**src/rtl/pkt_filter.sv**
```systemverilog
// -----------------------------------------------------------------------------
// pkt_filter
//
// Ingress classifier placed directly upstream of the parser. It looks at the
// first two beats of every packet on the 256-bit AXI-Stream and steers the
// whole packet to one of three places:
//   - parser data input    (m_axis_*)      : VLAN-tagged packets that are not control
//   - parser control input (ctrl_m_axis_*) : VLAN/IPv4/UDP packets whose UDP
//                                            destination port equals CTRL_UDP_PORT
//   - drop sink                            : untagged packets and 1-beat runts
//
// The two head beats are buffered and replayed (EMIT0/EMIT1). The rest of the
// packet then flows through combinationally (FWD).
//
// Ports
//   axis_clk, areset          : clock and asynchronous active-high reset
//   s_axis_*                  : ingress stream (byte 0 of the frame = tdata[7:0])
//   m_axis_*                  : data stream to the parser (honours m_axis_tready)
//   ctrl_m_axis_*             : control stream to the parser (no ready; the
//                               consumer accepts every valid beat)
//   data_pkt_cnt, ctrl_pkt_cnt, drop_pkt_cnt (only with PKT_FILTER_STATS_EN):
//                               32-bit wrap-around classification counters
//
// Optional feature macro: PKT_FILTER_STATS_EN
// Only C_S_AXIS_DATA_WIDTH = 256 is supported (the field offsets are fixed).
// -----------------------------------------------------------------------------
module pkt_filter #(
    parameter int          C_S_AXIS_DATA_WIDTH  = 256,
    parameter int          C_S_AXIS_TUSER_WIDTH = 128,
    parameter logic [15:0] CTRL_UDP_PORT        = 16'hF1F2
) (
    input  logic                                axis_clk,
    input  logic                                areset,

    input  logic [C_S_AXIS_DATA_WIDTH-1:0]      s_axis_tdata,
    input  logic [C_S_AXIS_TUSER_WIDTH-1:0]     s_axis_tuser,
    input  logic [C_S_AXIS_DATA_WIDTH/8-1:0]    s_axis_tkeep,
    input  logic                                s_axis_tvalid,
    input  logic                                s_axis_tlast,
    output logic                                s_axis_tready,

    output logic [C_S_AXIS_DATA_WIDTH-1:0]      m_axis_tdata,
    output logic [C_S_AXIS_TUSER_WIDTH-1:0]     m_axis_tuser,
    output logic [C_S_AXIS_DATA_WIDTH/8-1:0]    m_axis_tkeep,
    output logic                                m_axis_tvalid,
    output logic                                m_axis_tlast,
    input  logic                                m_axis_tready,

    output logic [C_S_AXIS_DATA_WIDTH-1:0]      ctrl_m_axis_tdata,
    output logic [C_S_AXIS_TUSER_WIDTH-1:0]     ctrl_m_axis_tuser,
    output logic [C_S_AXIS_DATA_WIDTH/8-1:0]    ctrl_m_axis_tkeep,
    output logic                                ctrl_m_axis_tvalid,
    output logic                                ctrl_m_axis_tlast
`ifdef PKT_FILTER_STATS_EN
    ,
    output logic [31:0]                         data_pkt_cnt,
    output logic [31:0]                         ctrl_pkt_cnt,
    output logic [31:0]                         drop_pkt_cnt
`endif
);

    localparam int DW = C_S_AXIS_DATA_WIDTH;
    localparam int UW = C_S_AXIS_TUSER_WIDTH;
    localparam int KW = C_S_AXIS_DATA_WIDTH / 8;

    typedef enum logic [2:0] {
        ST_IDLE      = 3'd0,
        ST_WAIT_2ND  = 3'd1,
        ST_EMIT0     = 3'd2,
        ST_EMIT1     = 3'd3,
        ST_FWD       = 3'd4,
        ST_DROP_REST = 3'd5
    } state_t;

    state_t          state_q, state_d;
    logic            is_ctrl_q, is_ctrl_d;

    logic [DW-1:0]   beat0_data_q, beat0_data_d;
    logic [UW-1:0]   beat0_user_q, beat0_user_d;
    logic [KW-1:0]   beat0_keep_q, beat0_keep_d;
    logic            beat0_last_q, beat0_last_d;

    logic [DW-1:0]   beat1_data_q, beat1_data_d;
    logic [UW-1:0]   beat1_user_q, beat1_user_d;
    logic [KW-1:0]   beat1_keep_q, beat1_keep_d;
    logic            beat1_last_q, beat1_last_d;

    // ------------------------------------------------------------------
    // Header fields. Network byte order: the lower frame byte offset is the
    // most significant byte of each 16-bit field.
    // Beat0 is already registered when beat1 arrives, so the decision is
    // made from the beat0 register plus the live beat1 bus.
    // ------------------------------------------------------------------
    logic [15:0] tpid_f;
    logic [15:0] etype_f;
    logic [7:0]  proto_f;
    logic [15:0] dport_f;
    logic        vlan_hit;
    logic        ctrl_hit;

    assign tpid_f   = {beat0_data_q[103:96],  beat0_data_q[111:104]};  // bytes 12-13
    assign etype_f  = {beat0_data_q[135:128], beat0_data_q[143:136]};  // bytes 16-17
    assign proto_f  = beat0_data_q[223:216];                           // byte 27
    assign dport_f  = {s_axis_tdata[71:64],   s_axis_tdata[79:72]};    // bytes 40-41

    assign vlan_hit = (tpid_f == 16'h8100);
    assign ctrl_hit = vlan_hit && (etype_f == 16'h0800) && (proto_f == 8'h11)
                      && (dport_f == CTRL_UDP_PORT);

    // ------------------------------------------------------------------
    // Next state and outputs
    // ------------------------------------------------------------------
    always_comb begin
        state_d            = state_q;
        is_ctrl_d          = is_ctrl_q;
        beat0_data_d       = beat0_data_q;
        beat0_user_d       = beat0_user_q;
        beat0_keep_d       = beat0_keep_q;
        beat0_last_d       = beat0_last_q;
        beat1_data_d       = beat1_data_q;
        beat1_user_d       = beat1_user_q;
        beat1_keep_d       = beat1_keep_q;
        beat1_last_d       = beat1_last_q;

        s_axis_tready      = 1'b0;
        m_axis_tdata       = '0;
        m_axis_tuser       = '0;
        m_axis_tkeep       = '0;
        m_axis_tvalid      = 1'b0;
        m_axis_tlast       = 1'b0;
        ctrl_m_axis_tdata  = '0;
        ctrl_m_axis_tuser  = '0;
        ctrl_m_axis_tkeep  = '0;
        ctrl_m_axis_tvalid = 1'b0;
        ctrl_m_axis_tlast  = 1'b0;

        case (state_q)
            ST_IDLE: begin
                s_axis_tready = 1'b1;
                if (s_axis_tvalid) begin
                    beat0_data_d = s_axis_tdata;
                    beat0_user_d = s_axis_tuser;
                    beat0_keep_d = s_axis_tkeep;
                    beat0_last_d = s_axis_tlast;
                    // A runt (tlast on beat0) is silently discarded.
                    state_d      = s_axis_tlast ? ST_IDLE : ST_WAIT_2ND;
                end
            end

            ST_WAIT_2ND: begin
                s_axis_tready = 1'b1;
                if (s_axis_tvalid) begin
                    beat1_data_d = s_axis_tdata;
                    beat1_user_d = s_axis_tuser;
                    beat1_keep_d = s_axis_tkeep;
                    beat1_last_d = s_axis_tlast;
                    is_ctrl_d    = ctrl_hit;
                    if (!vlan_hit) begin
                        state_d = s_axis_tlast ? ST_IDLE : ST_DROP_REST;
                    end else begin
                        state_d = ST_EMIT0;
                    end
                end
            end

            ST_EMIT0: begin
                if (is_ctrl_q) begin
                    // Control consumer never stalls: one cycle per beat.
                    ctrl_m_axis_tdata  = beat0_data_q;
                    ctrl_m_axis_tuser  = beat0_user_q;
                    ctrl_m_axis_tkeep  = beat0_keep_q;
                    ctrl_m_axis_tlast  = beat0_last_q;
                    ctrl_m_axis_tvalid = 1'b1;
                    state_d            = ST_EMIT1;
                end else begin
                    m_axis_tdata  = beat0_data_q;
                    m_axis_tuser  = beat0_user_q;
                    m_axis_tkeep  = beat0_keep_q;
                    m_axis_tlast  = beat0_last_q;
                    m_axis_tvalid = 1'b1;
                    if (m_axis_tready) begin
                        state_d = ST_EMIT1;
                    end
                end
            end

            ST_EMIT1: begin
                if (is_ctrl_q) begin
                    ctrl_m_axis_tdata  = beat1_data_q;
                    ctrl_m_axis_tuser  = beat1_user_q;
                    ctrl_m_axis_tkeep  = beat1_keep_q;
                    ctrl_m_axis_tlast  = beat1_last_q;
                    ctrl_m_axis_tvalid = 1'b1;
                    state_d            = beat1_last_q ? ST_IDLE : ST_FWD;
                end else begin
                    m_axis_tdata  = beat1_data_q;
                    m_axis_tuser  = beat1_user_q;
                    m_axis_tkeep  = beat1_keep_q;
                    m_axis_tlast  = beat1_last_q;
                    m_axis_tvalid = 1'b1;
                    if (m_axis_tready) begin
                        state_d = beat1_last_q ? ST_IDLE : ST_FWD;
                    end
                end
            end

            ST_FWD: begin
                if (is_ctrl_q) begin
                    s_axis_tready      = 1'b1;
                    ctrl_m_axis_tdata  = s_axis_tdata;
                    ctrl_m_axis_tuser  = s_axis_tuser;
                    ctrl_m_axis_tkeep  = s_axis_tkeep;
                    ctrl_m_axis_tlast  = s_axis_tlast;
                    ctrl_m_axis_tvalid = s_axis_tvalid;
                    if (s_axis_tvalid && s_axis_tlast) begin
                        state_d = ST_IDLE;
                    end
                end else begin
                    // Zero-latency pass-through; backpressure goes straight upstream.
                    s_axis_tready = m_axis_tready;
                    m_axis_tdata  = s_axis_tdata;
                    m_axis_tuser  = s_axis_tuser;
                    m_axis_tkeep  = s_axis_tkeep;
                    m_axis_tlast  = s_axis_tlast;
                    m_axis_tvalid = s_axis_tvalid;
                    if (s_axis_tvalid && m_axis_tready && s_axis_tlast) begin
                        state_d = ST_IDLE;
                    end
                end
            end

            ST_DROP_REST: begin
                s_axis_tready = 1'b1;
                if (s_axis_tvalid && s_axis_tlast) begin
                    state_d = ST_IDLE;
                end
            end

            default: begin
                state_d = ST_IDLE;
            end
        endcase

        // Outputs are forced quiet while reset is held, including the
        // combinational FWD path which would otherwise follow s_axis.
        if (areset) begin
            s_axis_tready      = 1'b0;
            m_axis_tdata       = '0;
            m_axis_tuser       = '0;
            m_axis_tkeep       = '0;
            m_axis_tvalid      = 1'b0;
            m_axis_tlast       = 1'b0;
            ctrl_m_axis_tdata  = '0;
            ctrl_m_axis_tuser  = '0;
            ctrl_m_axis_tkeep  = '0;
            ctrl_m_axis_tvalid = 1'b0;
            ctrl_m_axis_tlast  = 1'b0;
        end
    end

    always_ff @(posedge axis_clk or posedge areset) begin
        if (areset) begin
            state_q      <= ST_IDLE;
            is_ctrl_q    <= 1'b0;
            beat0_data_q <= '0;
            beat0_user_q <= '0;
            beat0_keep_q <= '0;
            beat0_last_q <= 1'b0;
            beat1_data_q <= '0;
            beat1_user_q <= '0;
            beat1_keep_q <= '0;
            beat1_last_q <= 1'b0;
        end else begin
            state_q      <= state_d;
            is_ctrl_q    <= is_ctrl_d;
            beat0_data_q <= beat0_data_d;
            beat0_user_q <= beat0_user_d;
            beat0_keep_q <= beat0_keep_d;
            beat0_last_q <= beat0_last_d;
            beat1_data_q <= beat1_data_d;
            beat1_user_q <= beat1_user_d;
            beat1_keep_q <= beat1_keep_d;
            beat1_last_q <= beat1_last_d;
        end
    end

`ifdef PKT_FILTER_STATS_EN
    // ------------------------------------------------------------------
    // Classification counters. IDLE and WAIT_2ND always accept, so a valid
    // beat in those states is a handshake.
    // ------------------------------------------------------------------
    logic        data_inc;
    logic        ctrl_inc;
    logic        drop_inc;
    logic [31:0] data_pkt_cnt_q, data_pkt_cnt_d;
    logic [31:0] ctrl_pkt_cnt_q, ctrl_pkt_cnt_d;
    logic [31:0] drop_pkt_cnt_q, drop_pkt_cnt_d;

    assign data_inc = (state_q == ST_WAIT_2ND) && s_axis_tvalid && vlan_hit && !ctrl_hit;
    assign ctrl_inc = (state_q == ST_WAIT_2ND) && s_axis_tvalid && ctrl_hit;
    assign drop_inc = ((state_q == ST_IDLE) && s_axis_tvalid && s_axis_tlast)
                   || ((state_q == ST_WAIT_2ND) && s_axis_tvalid && !vlan_hit);

    always_comb begin
        // Plain 32-bit addition wraps from 32'hFFFFFFFF to 0.
        data_pkt_cnt_d = data_pkt_cnt_q + {31'd0, data_inc};
        ctrl_pkt_cnt_d = ctrl_pkt_cnt_q + {31'd0, ctrl_inc};
        drop_pkt_cnt_d = drop_pkt_cnt_q + {31'd0, drop_inc};
    end

    always_ff @(posedge axis_clk or posedge areset) begin
        if (areset) begin
            data_pkt_cnt_q <= '0;
            ctrl_pkt_cnt_q <= '0;
            drop_pkt_cnt_q <= '0;
        end else begin
            data_pkt_cnt_q <= data_pkt_cnt_d;
            ctrl_pkt_cnt_q <= ctrl_pkt_cnt_d;
            drop_pkt_cnt_q <= drop_pkt_cnt_d;
        end
    end

    assign data_pkt_cnt = data_pkt_cnt_q;
    assign ctrl_pkt_cnt = ctrl_pkt_cnt_q;
    assign drop_pkt_cnt = drop_pkt_cnt_q;
`endif

endmodule

```
**config.mk**
```make
export PLATFORM = sky130hd
export DESIGN_NAME = pkt_filter
export DESIGN_NICKNAME = d
export VERILOG_FILES = /design/src/rtl/pkt_filter.sv
export SDC_FILE = /design/constraint.sdc
export NUM_CORES = 2
export LEC_CHECK = 0
export CAP_MARGIN = 20
export CORE_AREA = 2 2 486 488
export CTS_BUF_LIST = sky130_fd_sc_hd__clkbuf_8
export CTS_CLUSTER_DIAMETER = 100
export DETAILED_ROUTE_END_ITERATION = 8
export DIE_AREA = 0 0 488 490
export PLACE_DENSITY = 0.41
export SLEW_MARGIN = 20
export SYNTH_ARGS = -nofsm -noshare
export SYNTH_HDL_FRONTEND = slang
export SYNTH_SLANG_ARGS = --single-unit
```
**constraint.sdc**
```tcl
create_clock -name axis_clk -period 56.2 [get_ports axis_clk]
set_clock_uncertainty 0.1 [all_clocks]
set_input_delay 11.24 -clock axis_clk [delete_from_list [all_inputs] [get_ports axis_clk]]
set_output_delay 11.24 -clock axis_clk [all_outputs]
set_load 0.01 [all_outputs]
```
==> results_dict.tcl <==
set metrics [dict create \
    clk_path_buf_depth 3 \
    synth_flop_cell "sky130_fd_sc_hd__dfrtp_1" \
    area.growth.synth_to_final_pct 43.9 \
    num_cts_buffers 167 \
    hold_violations 0 \
    vias 35974 \
    max_clock_freq_mhz 36.8 \
    buffer_ports.inserted 1257 \
    clock_slew_at_reported_path_ffs_ns 0.06 \
    holdBufCountCts 0 \
    critical_path.endpoint_type "output port" \
    pin_count 1258 \
    total_power_w 0.00263 \
    critical_path_peak_fanout 68 \
    synth.avg_cell_area_um2 10.4 \
    final_antenna_net_count 0 \
    drive_gt1_share_pct 20.4 \
    rsz_0062_raised_after_global_routing "false" \
    vdd_drop_max_uv 33.1 \
    leakagePower_nw 23.0 \
    data_arrival_at_the_endpoint_of_the_critical_path_ns 15.83 \
    report.final.slew_viol_count 0 \
    cts-root-buf "sky130_fd_sc_hd__clkbuf_8" \
    topRoutingLayerUsed "met5" \
    place_worst_setup_slack_ns 29.14 \
    dieWidth_um 488 \
    timing.critical_path.required_ns 44.86 \
    met1_wire_length_um 81200 \
    min_path_type "reg -> reg" \
    grt_pass1_wl_um 277000 \
    gp_congestion 0.838 \
    final_period_minus_worst_setup_slack_ns 27.17 \
    timing.final.crit_share_pct 48.3 \
    clock-sinks 838 \
    p_per_area_nw_per_um2 42.2 \
    drt_drc_violations_left 0 \
    placementRows 178 \
    initial_core_util_pct 18.5 \
    die_area_um2 239000 \
    netlist_instances 4149 \
    maximum_number_of_pins_on_one_net_before_global_route_repair 127 \
    cts_tree "done" \
    drt_pre_antenna_iters 5 \
    final_nets 5736 \
    outcome "completed" \
    antenna_found_initial 93 \
    htreeDepth 4 \
    worstSetupPathType "in -> out" \
    total_routed_length_um 196000 \
    grt.total_usage_pct 15.9 \
    mappedNetlistArea_um2 43300 \
    relSlewSlack_pct 30.1 \
    synth_seq_cells 838 \
    number_of_buffers_inserted_to_repair_setup_after_cts 0 \
    dr.first_iter.drc_count 1742 \
    met2_wirelength_um 93000 \
    grt-ovfl-total 0 \
    wl_met3_um 16200 \
    synth-edff-count 0 \
    fraction_of_the_yosys_area_taken_by_sequential_cells_pct 48.5 \
    cts_resized 0 \
    design.core.area_um2 234000 \
    ys_async_sr_fraction_pct 100 \
    clock_insertion_delay_worst_skew_ns 0.91 \
    routed_length_per_placed_instance_um 22.8 \
    yosys_warnings 0 \
    stdcell_area_um2 62200 \
    timing.final.ws_setup_ns 29.03 \
    detailedPlacementHpwl_um 145000 \
    netlist_cell_types 37 \
    area_after_dpl_um2 58800 \
    grt_pass1_vias 36523 \
    totalNegativeSetupSlack_ns 0 \
    setup_violating_endpoint_count_in_the_final_report 0 \
    viasPerCell 4.18 \
    cap_violations 0 \
    worst_hold_slack_ns 0.383 \
    die_height_um 490 \
    start_kind "input pin" \
    worst-slew-pin-transition_ns 1.05 \
    syn-num-nets 4570 \
]
[cells in the mapped netlist, drive strengths merged (3+ instances only)]
cell    count  area, um^2
nand2       5        18.8
nand4       3        18.8
nand4b      3        26.3
a21oi     420        2100
clkbuf     98         368
dfrtp     838       21000
o21ai       7        35.0
buf       229        1150
inv         5        18.8
mux2      833        9380
nor4        8        56.3
nor2     1256        4710
mux2i     418        4180
[critical path, cell delays in order]
cell and delay [ns]:
sky130_fd_sc_hd__clkdlybuf4s50_1 0.63, sky130_fd_sc_hd__a21oi_1 0.17, sky130_fd_sc_hd__nand2_4 0.39, sky130_fd_sc_hd__buf_4 0.61
sky130_fd_sc_hd__buf_4 0.62, sky130_fd_sc_hd__buf_4 0.56, sky130_fd_sc_hd__buf_4 0.65, sky130_fd_sc_hd__nor2_1 0.15
sky130_fd_sc_hd__clkdlybuf4s50_1 0.54
[registers in the layout (all words and copies together) (netlist names)]
name and flops:
beat0_data_q 256, beat1_data_q 256, beat0_user_q 128, beat1_user_q 128
beat0_keep_q 32, beat1_keep_q 32, state_q 3, beat0_last_q 1
beat1_last_q 1, is_ctrl_q 1
[path summary, 6_finish.rpt]
path                                   from                 to  slack, ns  cells after the start
max reg2reg                      state_q[0]  beat0_user_q[104]      51.05                      6
min in group asynchronous            areset  beat0_data_q[211]      10.94                      2
max in group asynchronous            areset   beat0_user_q[60]      40.57                      7
min reg2reg                beat0_user_q[98]   beat0_user_q[98]       0.38                      1
min                        beat0_user_q[98]   beat0_user_q[98]       0.38                      1
max                                  areset   m_axis_tdata[34]      29.03                      9
[cells by family after synthesis]
family | share of synthesized area [%]
AND/OR/NAND/NOR | 11.5
multiplexers | 31.4
flip-flops | 48.5
AO/OA/AOI/OAI | 5.13
buffers and inverters | 3.56
[metrics by stage]
step	utilization [%]	cells
floorplan	-	4149
global placement	25.1	8296
detailed placement	25.1	8296
CTS	26.6	8586
global route	26.6	8597
finish	26.6	8610
[final cells by class]
class | instances | area [um^2]
multi-input combinational | 2979 | 20800
sequential | 838 | 21000
fill | 24890 | 172000
inverter | 5 | 26.3
antenna | 24 | 60.1
clock buffer | 208 | 2860
timing repair buffer | 1324 | 13100
clock inverter | 82 | 489
tap | 3150 | 3940
[report_power, final]
| part | internal [W] | switching, W | leakage, nW |
|---|---|---|---|
| Sequential | 0.000914 | 0.000159 | 9.86 |
| Combinational | 0.000487 | 0.000437 | 11.2 |
| Clock | 0.000343 | 0.000290 | 1.93 |
[per-layer routing]
layer | vias up | global-route usage [%]
met2 | 1146 | 26.0
met4 | 94 | 5.08
li1 | 16502 | -
met5 | - | 0
met1 | 17900 | 19.2
met3 | 332 | 5.78
[cell usage in the layout, fill, tap and decap left out, drive strengths merged, types with 2 or more instances in the layout]
master,n
clkinvlp,6
nor2,1256
nand2,5
buf,67
a21oi,420
nand4b,3
nor4,8
bufinv,2
nand4,3
diode,24
a211oi,2
nor3,2
a32oi,2
clkbuf,208
inv,73
mux2,833
dfrtp,838
o21ai,7
nor2b,2
clkdlybuf4s50,1257
mux2i,418
nand2b,2
nor4bb,2
clkinv,6
nor4b,2
Power figures use the tool's default switching activity.
